<file path="src/rtl/eth_parser_pkg.sv">
// eth_parser_pkg
//   Shared types for the Ethernet parser datapath.
//   eth_metadata_t : per-frame metadata produced by metadata_packager
//   egress_state_e : frame-position state of the egress stage
package eth_parser_pkg;

    typedef struct packed {
        logic [47:0] dst_mac;
        logic [47:0] src_mac;
        logic [15:0] ethertype;
        logic        vlan_valid;
        logic [11:0] vlan_id;
        logic [15:0] frame_len;
    } eth_metadata_t;

    typedef enum logic {
        EG_IDLE   = 1'b0,
        EG_ACTIVE = 1'b1
    } egress_state_e;

endpackage

</file>
<file path="src/rtl/axis_egress_meta_q_skid.sv">
// axis_skid_buf
//   Two-entry registered slice for an AXI-stream payload (tdata/tkeep/tlast).
//   Ports:
//     clk, rst_n            clock, asynchronous active-low reset
//     i_tdata/i_tkeep/i_tlast/i_tvalid, o_tready   upstream side
//     o_tdata/o_tkeep/o_tlast/o_tvalid             head of buffer
//     i_pop                 head consumed this cycle (downstream accept)
module axis_skid_buf #(
    parameter int DATA_WIDTH = 64
) (
    input  logic                    clk,
    input  logic                    rst_n,
    input  logic [DATA_WIDTH-1:0]   i_tdata,
    input  logic [DATA_WIDTH/8-1:0] i_tkeep,
    input  logic                    i_tlast,
    input  logic                    i_tvalid,
    output logic                    o_tready,
    output logic [DATA_WIDTH-1:0]   o_tdata,
    output logic [DATA_WIDTH/8-1:0] o_tkeep,
    output logic                    o_tlast,
    output logic                    o_tvalid,
    input  logic                    i_pop
);

    logic [DATA_WIDTH-1:0]   r_data [2];
    logic [DATA_WIDTH/8-1:0] r_keep [2];
    logic                    r_last [2];
    logic                    r_wr_ptr;
    logic                    r_rd_ptr;
    logic [1:0]              r_count;
    logic                    r_ready;

    logic       w_push;
    logic       w_pop;
    logic [1:0] w_count_nxt;

    assign w_push      = i_tvalid & r_ready;
    assign w_pop       = i_pop & (r_count != 2'd0);
    assign w_count_nxt = r_count + {1'b0, w_push} - {1'b0, w_pop};

    // Ready is registered from the next occupancy so it is a pure flop output
    // yet still reflects a pop happening in the same cycle.
    always_ff @(posedge clk or negedge rst_n) begin
        if (!rst_n) begin
            for (int unsigned i = 0; i < 2; i++) begin
                r_data[i] <= '0;
                r_keep[i] <= '0;
                r_last[i] <= 1'b0;
            end
            r_wr_ptr <= 1'b0;
            r_rd_ptr <= 1'b0;
            r_count  <= '0;
            r_ready  <= 1'b0;
        end else begin
            if (w_push) begin
                r_data[r_wr_ptr] <= i_tdata;
                r_keep[r_wr_ptr] <= i_tkeep;
                r_last[r_wr_ptr] <= i_tlast;
                r_wr_ptr         <= ~r_wr_ptr;
            end
            if (w_pop) begin
                r_rd_ptr <= ~r_rd_ptr;
            end
            r_count <= w_count_nxt;
            r_ready <= (w_count_nxt != 2'd2);
        end
    end

    assign o_tready = r_ready;
    assign o_tvalid = (r_count != 2'd0);
    assign o_tdata  = r_data[r_rd_ptr];
    assign o_tkeep  = r_keep[r_rd_ptr];
    assign o_tlast  = r_last[r_rd_ptr];

endmodule

</file>
<file path="src/rtl/axis_egress_meta_q.sv">
// axis_egress_meta_q
//   AXI-stream egress stage: payload through a 2-entry skid buffer, per-frame
//   metadata through a META_DEPTH FIFO whose head is presented with every beat
//   of the frame it belongs to.
//   Ports:
//     clk, rst_n                       clock, asynchronous active-low reset
//     s_axis_*                         payload input (tready registered)
//     m_axis_*                         payload output
//     metadata_in/metadata_valid_in    metadata push
//     meta_full                        FIFO full (registered)
//     metadata_out/metadata_valid_out  FIFO head and non-empty flag
//     frame_count, meta_miss_count     statistics counters (wrap)
//     meta_overflow                    sticky: push dropped on full FIFO
//     clear_stats                      synchronous clear of statistics
module axis_egress_meta_q
    import eth_parser_pkg::*;
#(
    parameter int DATA_WIDTH   = 64,
    parameter int META_DEPTH   = 4,
    parameter bit GATE_ON_META = 1'b1,
    parameter int CNT_W        = 32
) (
    input  logic                    clk,
    input  logic                    rst_n,
    input  logic [DATA_WIDTH-1:0]   s_axis_tdata,
    input  logic [DATA_WIDTH/8-1:0] s_axis_tkeep,
    input  logic                    s_axis_tvalid,
    output logic                    s_axis_tready,
    input  logic                    s_axis_tlast,
    output logic [DATA_WIDTH-1:0]   m_axis_tdata,
    output logic [DATA_WIDTH/8-1:0] m_axis_tkeep,
    output logic                    m_axis_tvalid,
    input  logic                    m_axis_tready,
    output logic                    m_axis_tlast,
    input  eth_metadata_t           metadata_in,
    input  logic                    metadata_valid_in,
    output logic                    meta_full,
    output eth_metadata_t           metadata_out,
    output logic                    metadata_valid_out,
    output logic [CNT_W-1:0]        frame_count,
    output logic [CNT_W-1:0]        meta_miss_count,
    output logic                    meta_overflow,
    input  logic                    clear_stats
);

    localparam int PW = $clog2(META_DEPTH);
    localparam int QW = PW + 1;

    logic w_buf_valid;
    logic w_gate;
    logic w_accept;

    axis_skid_buf #(
        .DATA_WIDTH(DATA_WIDTH)
    ) u_skid (
        .clk     (clk),
        .rst_n   (rst_n),
        .i_tdata (s_axis_tdata),
        .i_tkeep (s_axis_tkeep),
        .i_tlast (s_axis_tlast),
        .i_tvalid(s_axis_tvalid),
        .o_tready(s_axis_tready),
        .o_tdata (m_axis_tdata),
        .o_tkeep (m_axis_tkeep),
        .o_tlast (m_axis_tlast),
        .o_tvalid(w_buf_valid),
        .i_pop   (w_accept)
    );

    eth_metadata_t  r_meta_mem [META_DEPTH];
    logic [PW-1:0]  r_meta_wr;
    logic [PW-1:0]  r_meta_rd;
    logic [QW-1:0]  r_meta_cnt;
    logic           r_meta_full;
    egress_state_e  r_state;
    logic [CNT_W-1:0] r_frame_count;
    logic [CNT_W-1:0] r_miss_count;
    logic           r_overflow;

    logic          w_empty;
    logic          w_push;
    logic          w_pop;
    logic          w_drop;
    logic          w_miss;
    logic [QW-1:0] w_meta_cnt_nxt;

    assign w_empty = (r_meta_cnt == '0);

    // The gate is only consulted in IDLE; once a frame is in flight the FIFO
    // head cannot be popped before its tlast, so tvalid never retracts.
    assign w_gate        = !GATE_ON_META || (r_state == EG_ACTIVE) || !w_empty;
    assign m_axis_tvalid = w_buf_valid & w_gate;
    assign w_accept      = m_axis_tvalid & m_axis_tready;

    // A pop frees a slot in the same cycle, so a push on a full FIFO is taken.
    assign w_pop          = w_accept & m_axis_tlast & !w_empty;
    assign w_push         = metadata_valid_in & (!r_meta_full | w_pop);
    assign w_drop         = metadata_valid_in & r_meta_full & !w_pop;
    assign w_miss         = !GATE_ON_META & w_accept & (r_state == EG_IDLE) & w_empty;
    assign w_meta_cnt_nxt = r_meta_cnt + QW'(w_push) - QW'(w_pop);

    always_ff @(posedge clk or negedge rst_n) begin
        if (!rst_n) begin
            for (int unsigned i = 0; i < META_DEPTH; i++) begin
                r_meta_mem[i] <= '0;
            end
            r_meta_wr     <= '0;
            r_meta_rd     <= '0;
            r_meta_cnt    <= '0;
            r_meta_full   <= 1'b0;
            r_state       <= EG_IDLE;
            r_frame_count <= '0;
            r_miss_count  <= '0;
            r_overflow    <= 1'b0;
        end else begin
            if (w_push) begin
                r_meta_mem[r_meta_wr] <= metadata_in;
                r_meta_wr             <= r_meta_wr + 1'b1;
            end
            if (w_pop) begin
                r_meta_rd <= r_meta_rd + 1'b1;
            end
            r_meta_cnt  <= w_meta_cnt_nxt;
            r_meta_full <= (w_meta_cnt_nxt == QW'(META_DEPTH));

            if (w_accept) begin
                r_state <= m_axis_tlast ? EG_IDLE : EG_ACTIVE;
            end

            if (clear_stats) begin
                r_frame_count <= '0;
                r_miss_count  <= '0;
                r_overflow    <= 1'b0;
            end else begin
                if (w_accept && m_axis_tlast) r_frame_count <= r_frame_count + CNT_W'(1);
                if (w_miss)                   r_miss_count  <= r_miss_count + CNT_W'(1);
                if (w_drop)                   r_overflow    <= 1'b1;
            end
        end
    end

    assign meta_full          = r_meta_full;
    assign metadata_out       = r_meta_mem[r_meta_rd];
    assign metadata_valid_out = !w_empty;
    assign frame_count        = r_frame_count;
    assign meta_miss_count    = r_miss_count;
    assign meta_overflow      = r_overflow;

endmodule
</file>
<file path="config.mk">
export PLATFORM = sky130hd
export DESIGN_NAME = axis_egress_meta_q
export DESIGN_NICKNAME = d
export VERILOG_FILES = /design/src/rtl/eth_parser_pkg.sv /design/src/rtl/axis_egress_meta_q_skid.sv /design/src/rtl/axis_egress_meta_q.sv
export SDC_FILE = /design/constraint.sdc
export NUM_CORES = 1
export LEC_CHECK = 0
export BUFFER_PORTS_ARGS = -buffer_cell sky130_fd_sc_hd__buf_2
export CELL_PAD_IN_SITES_DETAIL_PLACEMENT = 0
export CELL_PAD_IN_SITES_GLOBAL_PLACEMENT = 2
export CORE_UTILIZATION = 25
export DETAILED_ROUTE_END_ITERATION = 10
export PLACE_DENSITY_LB_ADDON = 0.1
export SYNTH_ARGS = -nofsm -noshare
export SYNTH_HDL_FRONTEND = slang
export SYNTH_SLANG_ARGS = --single-unit
</file>
<file path="constraint.sdc">
create_clock -name clk -period 6.5 [get_ports clk]
set_input_delay 0.325 -clock clk [delete_from_list [all_inputs] [get_ports clk]]
set_output_delay 0.325 -clock clk [all_outputs]
set_load 0.05 [all_outputs]
</file>
==> flow_metrics.py, run 1 <==
metrics = {
    "setup_path": {
        "crit_type": "reg -> out",
        "regToRegSetupSlack_ns": 2.92,
        "arrival_ns": 3.28,
        "regToRegEndpoint": "r_meta_mem[215]",
        "max_stage_delay_ns": 1.00,
        "cp_slowest_cell": "dfrtp_4",
        "path_cells": "buf_12 -> mux4_2 -> buf_2",
        "r2r_cells": 6,
        "crit_fanout": 76,
        "required_ns": 6.17,
        "critPathLaunchType": "flip-flop",
        "r2r-start": "u_skid.r_rd_ptr",
        "end_kind": "output port",
    },
    "sta": {
        "hold_viol_final": 0,
        "fin_crit_ns": 3.61,
        "finalSetupViolCount": 0,
        "rsz0062_at_grt": "no",
        "fmax_ghz": 0.277,
        "max_slew_margin_pct": 32.3,
        "fin_crit_sh_pct": 55.5,
        "skew_ns": 0.0290,
        "worst-slew-pin-transition_ns": 1.01,
        "tns_ns": 0,
        "slew_violations": 0,
    },
    "placement": {
        "io_buffer_count": 470,
        "place_area_um2": 37400,
        "gp_congestion": 0.689,
        "dpl.hpwl_mm": 58.3,
    },
    "cts": {
        "cts_made_buffers": 94,
        "insertion_delay_ns": 0.69,
        "htree_levels": 3,
        "cts_tree": "done",
        "clkSinkCount": 757,
        "hold_buffers": 216,
        "path_clk_slew_ns": 0.06,
        "clock-root-buffer": "clkbuf_16",
        "cts_setup_buffers": 0,
        "ctsLongestPathBuffers": 3,
        "cts-resized-gates": 0,
    },
    "die": {
        "rows": 133,
        "ioPinCount": 503,
        "initial_utilization_pct": 25.2,
        "die_h_um": 366,
        "die-width_um": 366,
        "die_area_um2": 134000,
        "coreArea_um2": 131000,
    },
    "synth": {
        "synth.avg_cell_area_um2": 16.1,
        "netlist.area_leader.share_pct": 57.2,
        "syn-cell-area_um2": 33100,
        "synthTopCellsByArea": "dfrtp_1 57%, mux2_2 27%, mux4_2 9.6%",
        "synth.distinct_cells": 34,
        "synth_cells": 2058,
        "ys_seq_area_share_pct": 57.2,
        "yosys.area.top_type": "dfrtp_1",
        "ys_seq_elements": 757,
        "synth_edf_count": 0,
        "async_reset_ff_share_pct": 100,
        "ys.flop_type": "dfrtp_1",
        "yosysWarnings": 0,
    },
    "min_path": {
        "hold_start": "m_axis_tready",
        "min_to": "r_state",
        "hold_path_depth": 4,
        "hp-class": "in -> reg",
    },
    "finish": {
        "drive_above_1_share_pct": 57.0,
        "fillers": 13000,
        "area_growth_pct": 29.1,
        "design_area_um2": 42800,
        "layout.nets": 2961,
        "post-route-util_pct": 32.5,
    },
    "route": {
        "drtAntennaViolNets": 0,
        "wl_per_cell_um": 20.5,
        "routed_wl_mm": 93.6,
        "drtIter0Drc": 576,
        "avgViaCountPerCell": 4.38,
        "dr.pass1.iters": 4,
        "vias": 20000,
        "post-route-drc-count": 0,
    },
    "global_routing": {
        "grt_use_total_pct": 14.1,
        "grt_pass1_vias": 23100,
        "grt_max_degree": 150,
        "antenna_found_initial": 10,
        "overflow": 0,
        "grt_pass1_wl_mm": 146,
    },
    "run": {
        "cap_violations": 0,
    },
    "run_status": {
        "outcome": "complete, no violations",
    },
}
per-stage QoR:
stage | setup WS [ns] | cells | hold WS, ns
floorplan | 3.55 | 2089 | 0.0294
global placement | 2.77 | 4174 | 0.376
detailed placement | 2.78 | 4174 | 0.374
CTS | 2.64 | 4556 | 0.0250
global route | 2.61 | 4560 | 0.105
finish | 2.89 | 4560 | 0.0995
cell families (layout without fill, tap and decap cells):
family	count (synthesis)	after routing	share of synthesized area [%]
simple gates	127	127	2.06
flops	757	757	57.2
other cells	1	36	0.0113
buf+inv	178	890	2.66
mux	942	942	36.8
xor+xnor	11	11	0.291
fa+ha+maj	10	10	0.400
compound gates	32	32	0.593
area by class of cell:
cell class | count | area [µm²] | share of cell area (%)
Sequential cell | 757 | 19000 | 44.3
Multi-Input combinational cell | 1154 | 13500 | 31.5
Timing Repair Buffer | 711 | 4870 | 11.4
Clock buffer | 141 | 2870 | 6.71
Tap cell | 1755 | 2200 | 5.13
Clock inverter | 25 | 347 | 0.810
Inverter | 13 | 48.8 | 0.114
Antenna cell | 4 | 10.0 | 0.0234
cells in the final DEF (no fill, tap or decap), drive strengths merged, types with 5 or more instances in the layout:
cell type    count
a21oi           14
and3             6
buf            495
bufinv           6
clkbuf         141
clkinv          15
conb            32
dfrtp          757
dlygate4sd3    216
ha               9
inv             15
mux2           799
mux4           141
nand2           20
nand3            9
nand4            6
nor2            28
nor2b           15
nor4            15
o21ai            6
o31ai            9
or3              6
or4              9
xnor2            6
xor2             5
synthesized netlist by cell type, types with 13 or more instances:
| cell | instances |
|---|---|
| dfrtp_1 | 757 |
| a21oi_1 | 14 |
| mux4_2 | 141 |
| clkbuf_1 | 56 |
| buf_4 | 32 |
| nand2_1 | 20 |
| nor2_1 | 28 |
| nor4_1 | 15 |
| mux2_2 | 799 |
| nor2b_1 | 15 |
| inv_1 | 13 |
| buf_2 | 73 |
worst max-delay path: cells and delay by family (launching register included):
kind | cells | cell delay (ns)
mux | 1 | 0.62
flops | 1 | 1.00
buf+inv | 2 | 0.86
flip-flops by register name, indices dropped and copies added, names as in the netlist:
register         cells
r_meta_mem         564
u_skid.r_data      128
frame_count         32
r_meta_cnt           3
u_skid.r_count       2
u_skid.r_last        2
u_skid.r_keep       16
u_skid.r_wr_ptr      1
u_skid.o_tready      1
meta_full            1
r_meta_wr            2
r_meta_rd            2
u_skid.r_rd_ptr      1
r_state              1
meta_overflow        1
routing by layer:
metal  vias to the layer above  routed length, µm  track usage (%)
met1                     10500              39800             17.4
met5                         -                 72                0
met3                       124               6370             4.57
met4                        12               1910             4.19
met2                       432              45400             23.4
li1                       8883                  -                -
worst max-delay path by stage:
stage / from / to / slack (ns) / cells past startpoint
after floorplan: r_meta_cnt[2] / meta_full / 3.55 / 11
after global placement: u_skid.r_rd_ptr / r_meta_mem[238] / 2.77 / 6
after detailed placement: u_skid.r_rd_ptr / r_meta_mem[209] / 2.78 / 6
after CTS: r_meta_rd[0] / metadata_out[62] / 2.64 / 3
after global routing: r_meta_rd[0] / metadata_out[62] / 2.61 / 3
final: r_meta_rd[0] / metadata_out[62] / 2.89 / 3
Power of run 1 is left out: the tool's default activity adds up to more than one toggle a clock period on the data nets, which glitch-free logic cannot reach.
==> inputs of run 2 (changes only) <==
==> constraint.sdc (replaced) <==
create_clock -name clk -period 3.7 [get_ports clk]
set_input_delay 0.185 -clock clk [delete_from_list [all_inputs] [get_ports clk]]
set_output_delay 0.185 -clock clk [all_outputs]
set_load 0.05 [all_outputs]
==> run 2 against run 1 <==
Via count increased by 1.2%. Flip-flop and latch count stayed put. Global-route usage is 0.11 points higher. Clock skew down 0.011 ns. Worst setup slack worse by 2.2 ns. Count of clock-buffer cells in the layout is 7 higher. Cell area is 0.56% higher. Register-to-register slack worse by 2.1 ns. Wire length up 0.50%. Die area unchanged. Worst hold slack gained 0.042 ns.
==> flow_metrics.py, run 2 (same netlist as run 1, synthesis figures left out) <==
metrics = {
    "finish": {
        "largest_reg_flops": 564,
        "multiInputGateArea_um2": 13500,
        "area_growth_pct": 29.8,
        "fillers": 13100,
        "layout_commonest_cell": "mux2_2",
        "drive_above_1_share_pct": 57.1,
        "top_register": "r_meta_mem",
        "layout.nets": 2992,
        "final_cell_mix": "799 x mux2_2, 754 x dfrtp_1, 469 x buf_2, 218 x dlygate4sd3_1, 141 x mux4_2",
        "register_area_um2": 19000,
        "design_area_um2": 43000,
    },
    "global_routing": {
        "grt_use_total_pct": 14.2,
        "grt_max_degree": 86,
        "overflow": 0,
        "antenna_found_initial": 11,
        "grt_pass1_vias": 23300,
        "grt_pass1_wl_mm": 147,
    },
    "sta": {
        "fmax_ghz": 0.337,
        "rsz0062_at_grt": "no",
        "finalSetupViolCount": 0,
        "slew_violations": 0,
        "worst-slew-pin-transition_ns": 0.982,
        "tns_ns": 0,
        "fin_crit_sh_pct": 80.2,
        "hold_viol_final": 0,
        "max_slew_margin_pct": 34.5,
        "skew_ns": 0.0176,
        "fin_crit_ns": 2.97,
    },
    "cts": {
        "path_clk_slew_ns": 0.06,
        "htree_levels": 3,
        "insertion_delay_ns": 0.67,
        "ctsLongestPathBuffers": 3,
        "cts_tree": "done",
        "cts_made_buffers": 94,
        "clock-root-buffer": "clkbuf_16",
        "clkSinkCount": 757,
        "cts-resized-gates": 0,
    },
    "die": {
        "ioPinCount": 503,
        "initial_utilization_pct": 25.2,
        "coreArea_um2": 131000,
        "die_h_um": 366,
        "die-width_um": 366,
        "rows": 133,
        "die_area_um2": 134000,
    },
    "route": {
        "dr.pass1.iters": 6,
        "routed_wl_mm": 94.0,
        "wl_per_cell_um": 20.4,
        "drtAntennaViolNets": 0,
        "post-route-drc-count": 0,
        "avgViaCountPerCell": 4.40,
        "vias": 20200,
        "drtIter0Drc": 615,
    },
    "setup_path": {
        "path_delay_family": "buffers and inverters",
        "arrival_ns": 2.78,
        "cp_slowest_cell": "buf_4",
        "required_ns": 3.51,
        "path_buf_inv": 3,
        "end_kind": "output port",
        "critPathLaunchType": "flip-flop",
        "path_cells": "buf_4 -> buf_4 -> mux2_2 -> buf_2",
        "crit_top_cell": "buf_4",
        "crit_fanout": 57,
        "max_stage_delay_ns": 0.72,
        "crit_type": "reg -> out",
    },
    "run_status": {
        "outcome": "complete, no violations",
    },
    "placement": {
        "dpl.hpwl_mm": 60.6,
        "io_buffer_count": 470,
        "gp_congestion": 0.706,
        "place_area_um2": 37700,
    },
    "min_path": {
        "hp-class": "in -> async",
    },
    "run": {
        "cap_violations": 0,
    },
}
run 2: per-layer routing:
layer	vias up	global-route usage (%)	part of all wire [%]
met5	-	0	0.079
met4	12	4.32	2.9
met3	158	4.66	6.4
met2	440	23.2	48
met1	10700	17.8	43
li1	8953	-	-
run 2: area by class of cell:
type                       count  share of cell area [%]
clock buffer                 148                    6.60
multi-input combinational   1154                    31.3
inverter                      13                   0.113
timing repair buffer         742                    12.2
antenna                        5                  0.0291
clock inverter                25                   0.591
sequential                   757                    44.1
tap                         1755                    5.11
run 2: per-stage QoR:
step	worst slack (ns)	hold slack [ns]	util, %	cells
floorplan	0.754	-0.111	-	2089
global placement	0.754	0.299	28.7	4203
detailed placement	0.799	0.298	28.7	4203
CTS	0.578	0.126	32.7	4594
global route	0.540	0.160	32.7	4599
finish	0.733	0.142	32.7	4599
run 2: repair_timing:
item                       in CTS  in global routing
setup endpoints to repair       0                  0
hold endpoints to repair      785                  0
hold buffers                  218                  0
buffers inserted                0                  0
run 2: final timing paths:
path / endpoint / startpoint / slack [ns] / depth (start not counted)
worst max register to register: meta_full / u_skid.r_rd_ptr / 0.82 / 10
worst min register to register: u_skid.r_data[56] / u_skid.r_data[56] / 0.50 / 1
max in group asynchronous: r_meta_mem[535] / rst_n / 2.43 / 3
worst max-delay path: m_axis_tdata[4] / u_skid.r_rd_ptr / 0.73 / 4
worst min-delay path: r_meta_mem[457] / rst_n / 0.14 / 2
min in group clk: meta_overflow / clear_stats / 0.18 / 2
Power of run 2 is left out for the same reason.
